File: src/rtl/rps_round_ctrl_pkg.sv
// Shared codes for the rock-paper-scissors round controller and its display/LED consumers.
package rps_round_ctrl_pkg;

    typedef enum logic [1:0] {
        CH_NONE     = 2'b00,
        CH_ROCK     = 2'b01,
        CH_PAPER    = 2'b10,
        CH_SCISSORS = 2'b11
    } choice_e;

    typedef enum logic [1:0] {
        RES_NONE = 2'b00,
        RES_P1   = 2'b01,
        RES_P2   = 2'b10,
        RES_DRAW = 2'b11
    } result_e;

    typedef enum logic [2:0] {
        ST_IDLE  = 3'd0,
        ST_COUNT = 3'd1,
        ST_JUDGE = 3'd2,
        ST_SHOW  = 3'd3,
        ST_OVER  = 3'd4
    } state_e;

endpackage

File: src/rtl/rps_round_ctrl_rise_detect.sv
// Two-flop sampler with a single-cycle rising-edge pulse.
// The first sample after reset primes both flops, so a level already high at reset never pulses.
module rise_detect (
    input  logic clk,
    input  logic rst_n,
    input  logic din,
    output logic pulse
);

    logic q1_q, q1_d;
    logic q2_q, q2_d;
    logic armed_q, armed_d;

    // Next-state for the sampling pipeline
    always_comb begin
        q1_d    = din;
        armed_d = 1'b1;
        if (armed_q) begin
            q2_d = q1_q;
        end else begin
            q2_d = din;
        end
    end

    // Sampling flops
    always_ff @(posedge clk or negedge rst_n) begin
        if (!rst_n) begin
            q1_q    <= 1'b0;
            q2_q    <= 1'b0;
            armed_q <= 1'b0;
        end else begin
            q1_q    <= q1_d;
            q2_q    <= q2_d;
            armed_q <= armed_d;
        end
    end

    assign pulse = q1_q & ~q2_q;

endmodule

File: src/rtl/rps_round_ctrl.sv
// Round controller: countdown on slow ticks, sample choices, judge, keep score, declare the match winner.
module rps_round_ctrl
    import rps_round_ctrl_pkg::*;
#(
    parameter int COUNT_SEC  = 3,
    parameter int SHOW_TICKS = 2,
    parameter int WIN_SCORE  = 3,
    parameter int SCORE_W    = 4
) (
    input  logic               clk,
    input  logic               rst_n,
    input  logic               slow_clk,
    input  logic               start,
    input  logic [1:0]         p1_choice,
    input  logic [1:0]         p2_choice,
    output logic [3:0]         countdown,
    output logic [1:0]         result,
    output logic [SCORE_W-1:0] score1,
    output logic [SCORE_W-1:0] score2,
    output logic               game_over,
    output logic [1:0]         winner,
    output logic [2:0]         state
);

    localparam logic [3:0]         CD_LOAD   = 4'(COUNT_SEC);
    localparam logic [3:0]         HOLD_LOAD = 4'(SHOW_TICKS);
    localparam logic [SCORE_W-1:0] WIN_VAL   = SCORE_W'(WIN_SCORE);

    logic tick_s;
    logic go_s;

    state_e             state_q,     state_d;
    logic [3:0]         countdown_q, countdown_d;
    logic [3:0]         hold_q,      hold_d;
    result_e            result_q,    result_d;
    logic [SCORE_W-1:0] score1_q,    score1_d;
    logic [SCORE_W-1:0] score2_q,    score2_d;
    logic               game_over_q, game_over_d;
    result_e            winner_q,    winner_d;
    choice_e            p1_lat_q,    p1_lat_d;
    choice_e            p2_lat_q,    p2_lat_d;

    logic [SCORE_W-1:0] score1_inc_s;
    logic [SCORE_W-1:0] score2_inc_s;
    result_e            verdict_s;

    rise_detect u_tick_det (
        .clk   (clk),
        .rst_n (rst_n),
        .din   (slow_clk),
        .pulse (tick_s)
    );

    rise_detect u_go_det (
        .clk   (clk),
        .rst_n (rst_n),
        .din   (start),
        .pulse (go_s)
    );

    // A missing choice forfeits; two missing choices are a draw like any other equal pair.
    function automatic result_e judge(input choice_e a, input choice_e b);
        result_e r;
        if (a == b) begin
            r = RES_DRAW;
        end else if (a == CH_NONE) begin
            r = RES_P2;
        end else if (b == CH_NONE) begin
            r = RES_P1;
        end else if ((a == CH_ROCK     && b == CH_SCISSORS) ||
                     (a == CH_SCISSORS && b == CH_PAPER)    ||
                     (a == CH_PAPER    && b == CH_ROCK)) begin
            r = RES_P1;
        end else begin
            r = RES_P2;
        end
        return r;
    endfunction

    assign score1_inc_s = score1_q + {{(SCORE_W-1){1'b0}}, 1'b1};
    assign score2_inc_s = score2_q + {{(SCORE_W-1){1'b0}}, 1'b1};
    assign verdict_s    = judge(p1_lat_q, p2_lat_q);

    // Round sequencing and scoring
    always_comb begin
        state_d     = state_q;
        countdown_d = countdown_q;
        hold_d      = hold_q;
        result_d    = result_q;
        score1_d    = score1_q;
        score2_d    = score2_q;
        game_over_d = game_over_q;
        winner_d    = winner_q;
        p1_lat_d    = p1_lat_q;
        p2_lat_d    = p2_lat_q;

        case (state_q)
            ST_IDLE: begin
                if (go_s) begin
                    countdown_d = CD_LOAD;
                    state_d     = ST_COUNT;
                end else begin
                    state_d = ST_IDLE;
                end
            end
            ST_COUNT: begin
                if (tick_s) begin
                    if (countdown_q > 4'd1) begin
                        countdown_d = countdown_q - 4'd1;
                    end else begin
                        countdown_d = 4'd0;
                        p1_lat_d    = choice_e'(p1_choice);
                        p2_lat_d    = choice_e'(p2_choice);
                        state_d     = ST_JUDGE;
                    end
                end else begin
                    state_d = ST_COUNT;
                end
            end
            ST_JUDGE: begin
                result_d = verdict_s;
                hold_d   = HOLD_LOAD;
                state_d  = ST_SHOW;
                if (verdict_s == RES_P1) begin
                    score1_d = score1_inc_s;
                    if (score1_inc_s == WIN_VAL) begin
                        game_over_d = 1'b1;
                        winner_d    = RES_P1;
                        state_d     = ST_OVER;
                    end else begin
                        state_d = ST_SHOW;
                    end
                end else if (verdict_s == RES_P2) begin
                    score2_d = score2_inc_s;
                    if (score2_inc_s == WIN_VAL) begin
                        game_over_d = 1'b1;
                        winner_d    = RES_P2;
                        state_d     = ST_OVER;
                    end else begin
                        state_d = ST_SHOW;
                    end
                end else begin
                    state_d = ST_SHOW;
                end
            end
            ST_SHOW: begin
                if (tick_s) begin
                    hold_d = hold_q - 4'd1;
                    if (hold_q <= 4'd1) begin
                        result_d    = RES_NONE;
                        countdown_d = CD_LOAD;
                        state_d     = ST_COUNT;
                    end else begin
                        state_d = ST_SHOW;
                    end
                end else begin
                    state_d = ST_SHOW;
                end
            end
            ST_OVER: begin
                if (go_s) begin
                    score1_d    = '0;
                    score2_d    = '0;
                    result_d    = RES_NONE;
                    winner_d    = RES_NONE;
                    game_over_d = 1'b0;
                    countdown_d = CD_LOAD;
                    state_d     = ST_COUNT;
                end else begin
                    state_d = ST_OVER;
                end
            end
            default: begin
                state_d = ST_IDLE;
            end
        endcase
    end

    // Controller state and output registers
    always_ff @(posedge clk or negedge rst_n) begin
        if (!rst_n) begin
            state_q     <= ST_IDLE;
            countdown_q <= 4'd0;
            hold_q      <= 4'd0;
            result_q    <= RES_NONE;
            score1_q    <= '0;
            score2_q    <= '0;
            game_over_q <= 1'b0;
            winner_q    <= RES_NONE;
            p1_lat_q    <= CH_NONE;
            p2_lat_q    <= CH_NONE;
        end else begin
            state_q     <= state_d;
            countdown_q <= countdown_d;
            hold_q      <= hold_d;
            result_q    <= result_d;
            score1_q    <= score1_d;
            score2_q    <= score2_d;
            game_over_q <= game_over_d;
            winner_q    <= winner_d;
            p1_lat_q    <= p1_lat_d;
            p2_lat_q    <= p2_lat_d;
        end
    end

    assign countdown = countdown_q;
    assign result    = result_q;
    assign score1    = score1_q;
    assign score2    = score2_q;
    assign game_over = game_over_q;
    assign winner    = winner_q;
    assign state     = state_q;

endmodule

File: config.mk
export PLATFORM = sky130hd
export DESIGN_NAME = rps_round_ctrl
export DESIGN_NICKNAME = d
export VERILOG_FILES = /design/src/rtl/rps_round_ctrl_pkg.sv /design/src/rtl/rps_round_ctrl_rise_detect.sv /design/src/rtl/rps_round_ctrl.sv
export SDC_FILE = /design/constraint.sdc
export NUM_CORES = 1
export LEC_CHECK = 0
export BUFFER_PORTS_ARGS = -buffer_cell sky130_fd_sc_hd__buf_2
export CAP_MARGIN = 20
export CORE_MARGIN = 4
export CORE_UTILIZATION = 30
export CTS_BUF_LIST = sky130_fd_sc_hd__clkbuf_16
export CTS_CLUSTER_DIAMETER = 30
export DETAILED_ROUTE_END_ITERATION = 6
export PLACE_DENSITY = 0.53
export SLEW_MARGIN = 20
export SYNTH_ARGS = -nofsm -noshare
export SYNTH_HDL_FRONTEND = slang
export SYNTH_HIERARCHICAL = 1
export SYNTH_SLANG_ARGS = --single-unit
File: constraint.sdc
create_clock -name clk -period 6.7 [get_ports clk]
set_input_delay 1.005 -clock clk [delete_from_list [all_inputs] [get_ports clk]]
set_output_delay 1.005 -clock clk [all_outputs]
set_load 0.005 [all_outputs]
==> results.cfg <==
[pwr]
power.density_nw_per_um2 = 435
ir_worst_vdd_mv = 0.177
design_power_total_mw = 1.01
p_leak_nw = 1.06

[routing]
routed_via_density = 4.88
ant_nets = 0
drt-total-wl_um = 4120
vias = 1492
post_drt_wl_per_cell_um = 13.5
drc = 0
dr.pass1.iters = 4
drt_iter0_markers = 86

[logic_synthesis]
syn_nets = 216
synth_common_cells = dfrtp_1, nand2_1, o21ai_0
yosys-top-cells-area = dfrtp_1, ha_1, o21ai_0
yosys.area.top_type = dfrtp_1
yosys_warnings = 6
synth_top_cell_area_share_pct = 43.8
netlist_area_um2 = 1940
syn_area_per_cell_um2 = 9.82
ys_types = 47
synth_seq_cells = 34
synth_most_common_cell = dfrtp_1
seq_area_frac_synth_pct = 43.8
async_flop_share_pct = 100
netlist_instances = 198
synth_edf_count = 0
synthFlopType = dfrtp_1

[timing]
slew_headroom_pct = 45.4
setup_viol = 0
hold-worst-slack_ns = 0.487
finalClockSkew_ns = 0.00305
hold_viol = 0
fin_crit_sh_pct = 35.6
finalCriticalPeriod_ns = 2.38
slew_viol_final = 0
fin_tns_setup_ns = 0
tightestPinTransition_ns = 0.820
rsz0062_at_grt = no
fmax_mhz = 420

[clock_network]
clkLatencyLatePin_ns = 0.27
clk_path_buf_depth = 2
cts_tree = done
cts_inserted_buffers = 5
clkTransAtPathRegs_ns = 0.06
cts.sinks = 34
cts_setup_buffers = 0
cts_max_level = 2
cts_hold_buf = 0
cts_root_buffer = clkbuf_16
cts_resized = 0

[worst_setup_path]
cp.arrival_ns = 2.54
cp_cell_sequence = nor2b_1 -> xnor2_1 -> mux2i_1 -> inv_1 -> ha_1 -> and2b_2 -> o21ai_1 -> o21ai_2 -> a21oi_2 -> mux2_1
crit_fanout = 10
worst-setup-path-type = reg2reg
crit_start = p2_lat_q[1]
cpMaxStageDelayCell = dfrtp_1
reg2regPathDepth = 10
r2r_setup_slack_ns = 4.32
r2r_end = winner[1]
critPathLaunchType = flop
reg2reg_from = p2_lat_q[1]
slowest_delay_ns = 0.38
crit_required_ns = 6.86
critPathCaptureType = flop

[die]
die-area_um2 = 7830
start_util_pct = 30.8
die_y_um = 88.5
rows = 29
ioPinCount = 28
core_area_um2 = 6310
die_x_um = 88.5

[layout]
fillers = 679
drive_gt1_share_pct = 23.1
fin_area_um2 = 2330
multi_input_area_um2 = 1010
stdcell_count = 306
seq_area_um2 = 851
area_growth_pct = 19.7
nets = 246
antennaDiodeCount = 0

[placement]
place.gp.congestion = 0.758
place_inst = 298
io_buffers = 27
placed_cell_area_um2 = 2140
place_hpwl_um = 2970

[grt]
overflow = 0
grt_use_total_pct = 11.3
first_global_vias = 1424
grt_start_max_net_pins = 35
grt_pass1_wl_um = 6980
antenna_found_initial = 0

[flow_run]
maxCapViolCount = 0

[hold_path]
hp-start = game_over
worst_hold_path.endpoint = game_over
holdCritPathClass = reg2reg
worstHoldPathCells = 1

[outcome]
status = finished, final reports clean
through the flow:
stage | worst slack (ns) | util, %
after floorplan | 4.51 | -
after global placement | 4.39 | 33.9
after detailed placement | 4.32 | 33.9
after CTS | 4.30 | 36.9
after global routing | 4.13 | 36.9
final | 4.32 | 36.9
area by class of cell:
type                            count  share of cell area (%)
Multi-Input combinational cell    149                    43.6
Inverter                           11                    1.77
Clock buffer                        5                    5.38
Clock inverter                      3                    2.74
Tap cell                           77                    4.14
Timing Repair Buffer               27                    5.81
Sequential cell                    34                    36.6
routing by layer:
metal	track usage, %	part of all wire (%)	wire length (µm)
met1	16.0	51	2120
met2	16.8	44	1800
met3	2.70	3.9	159
met4	4.12	1.1	44
met5	0	0	0
how the worst max path moves through the flow:
stage	endpoint	slack, ns	cells after the start
6_report	winner[1]	4.32	10
5_1_grt	game_over	4.13	10
4_1_cts	winner[1]	4.30	10
3_5_place_dp	winner[1]	4.32	10
3_3_place_gp	game_over	4.39	10
2_1_floorplan	game_over	4.51	11
state kept, by name, indices dropped and copies added (netlist names), 3 cells and up:
signal	cells
state	3
countdown	4
score2	4
hold_q	4
score1	4
critical path: cells and delay by family, from the launching register on:
kind            cells  cell delay, ns
flops               1            0.38
xor+xnor            1            0.12
buf+inv             1            0.08
fa+ha+maj           1            0.31
mux                 2            0.60
compound gates      3            0.39
simple gates        2            0.39
cell usage in the layout (no fill, tap or decap), types with 2 or more instances in the layout:
cell type and instances:
a21boi_0 4, a21o_1 2, a21oi_1 10, a22o_1 3, a22o_2 2, and3b_1 2
buf_2 27, bufinv_16 2, clkbuf_16 5, conb_1 2, dfrtp_1 34, ha_1 10
inv_1 11, mux2_1 2, mux2_2 4, mux2_4 2, mux2i_1 4, nand2_1 18
nand2b_1 3, nand3_1 10, nand3b_1 2, nor2_1 13, nor2b_1 6, nor3_1 5
o211ai_1 3, o21ai_0 18, o31ai_1 2, xnor2_1 2
kinds of logic (layout without fill, tap and decap cells):
family	count (synthesis)	after routing	share of synthesized area [%]
adder cells (fa/ha/maj)	10	10	6.44
AO/OA/AOI/OAI	53	53	17.5
AND/OR/NAND/NOR	69	69	19.4
other	2	2	0.386
buffers and inverters	15	46	4.05
XOR/XNOR	3	3	1.35
flip-flops	34	34	43.8
multiplexers	12	12	7.08
where the power goes:
part / leakage [nW] / total (mW) / switching (mW) / internal [mW]
Combinational: 0.561 / 0.361 / 0.191 / 0.171
Clock: 0.0915 / 0.299 / 0.0870 / 0.212
Sequential: 0.405 / 0.352 / 0.0802 / 0.272
Note: power is estimated with default switching activity, not from simulation.
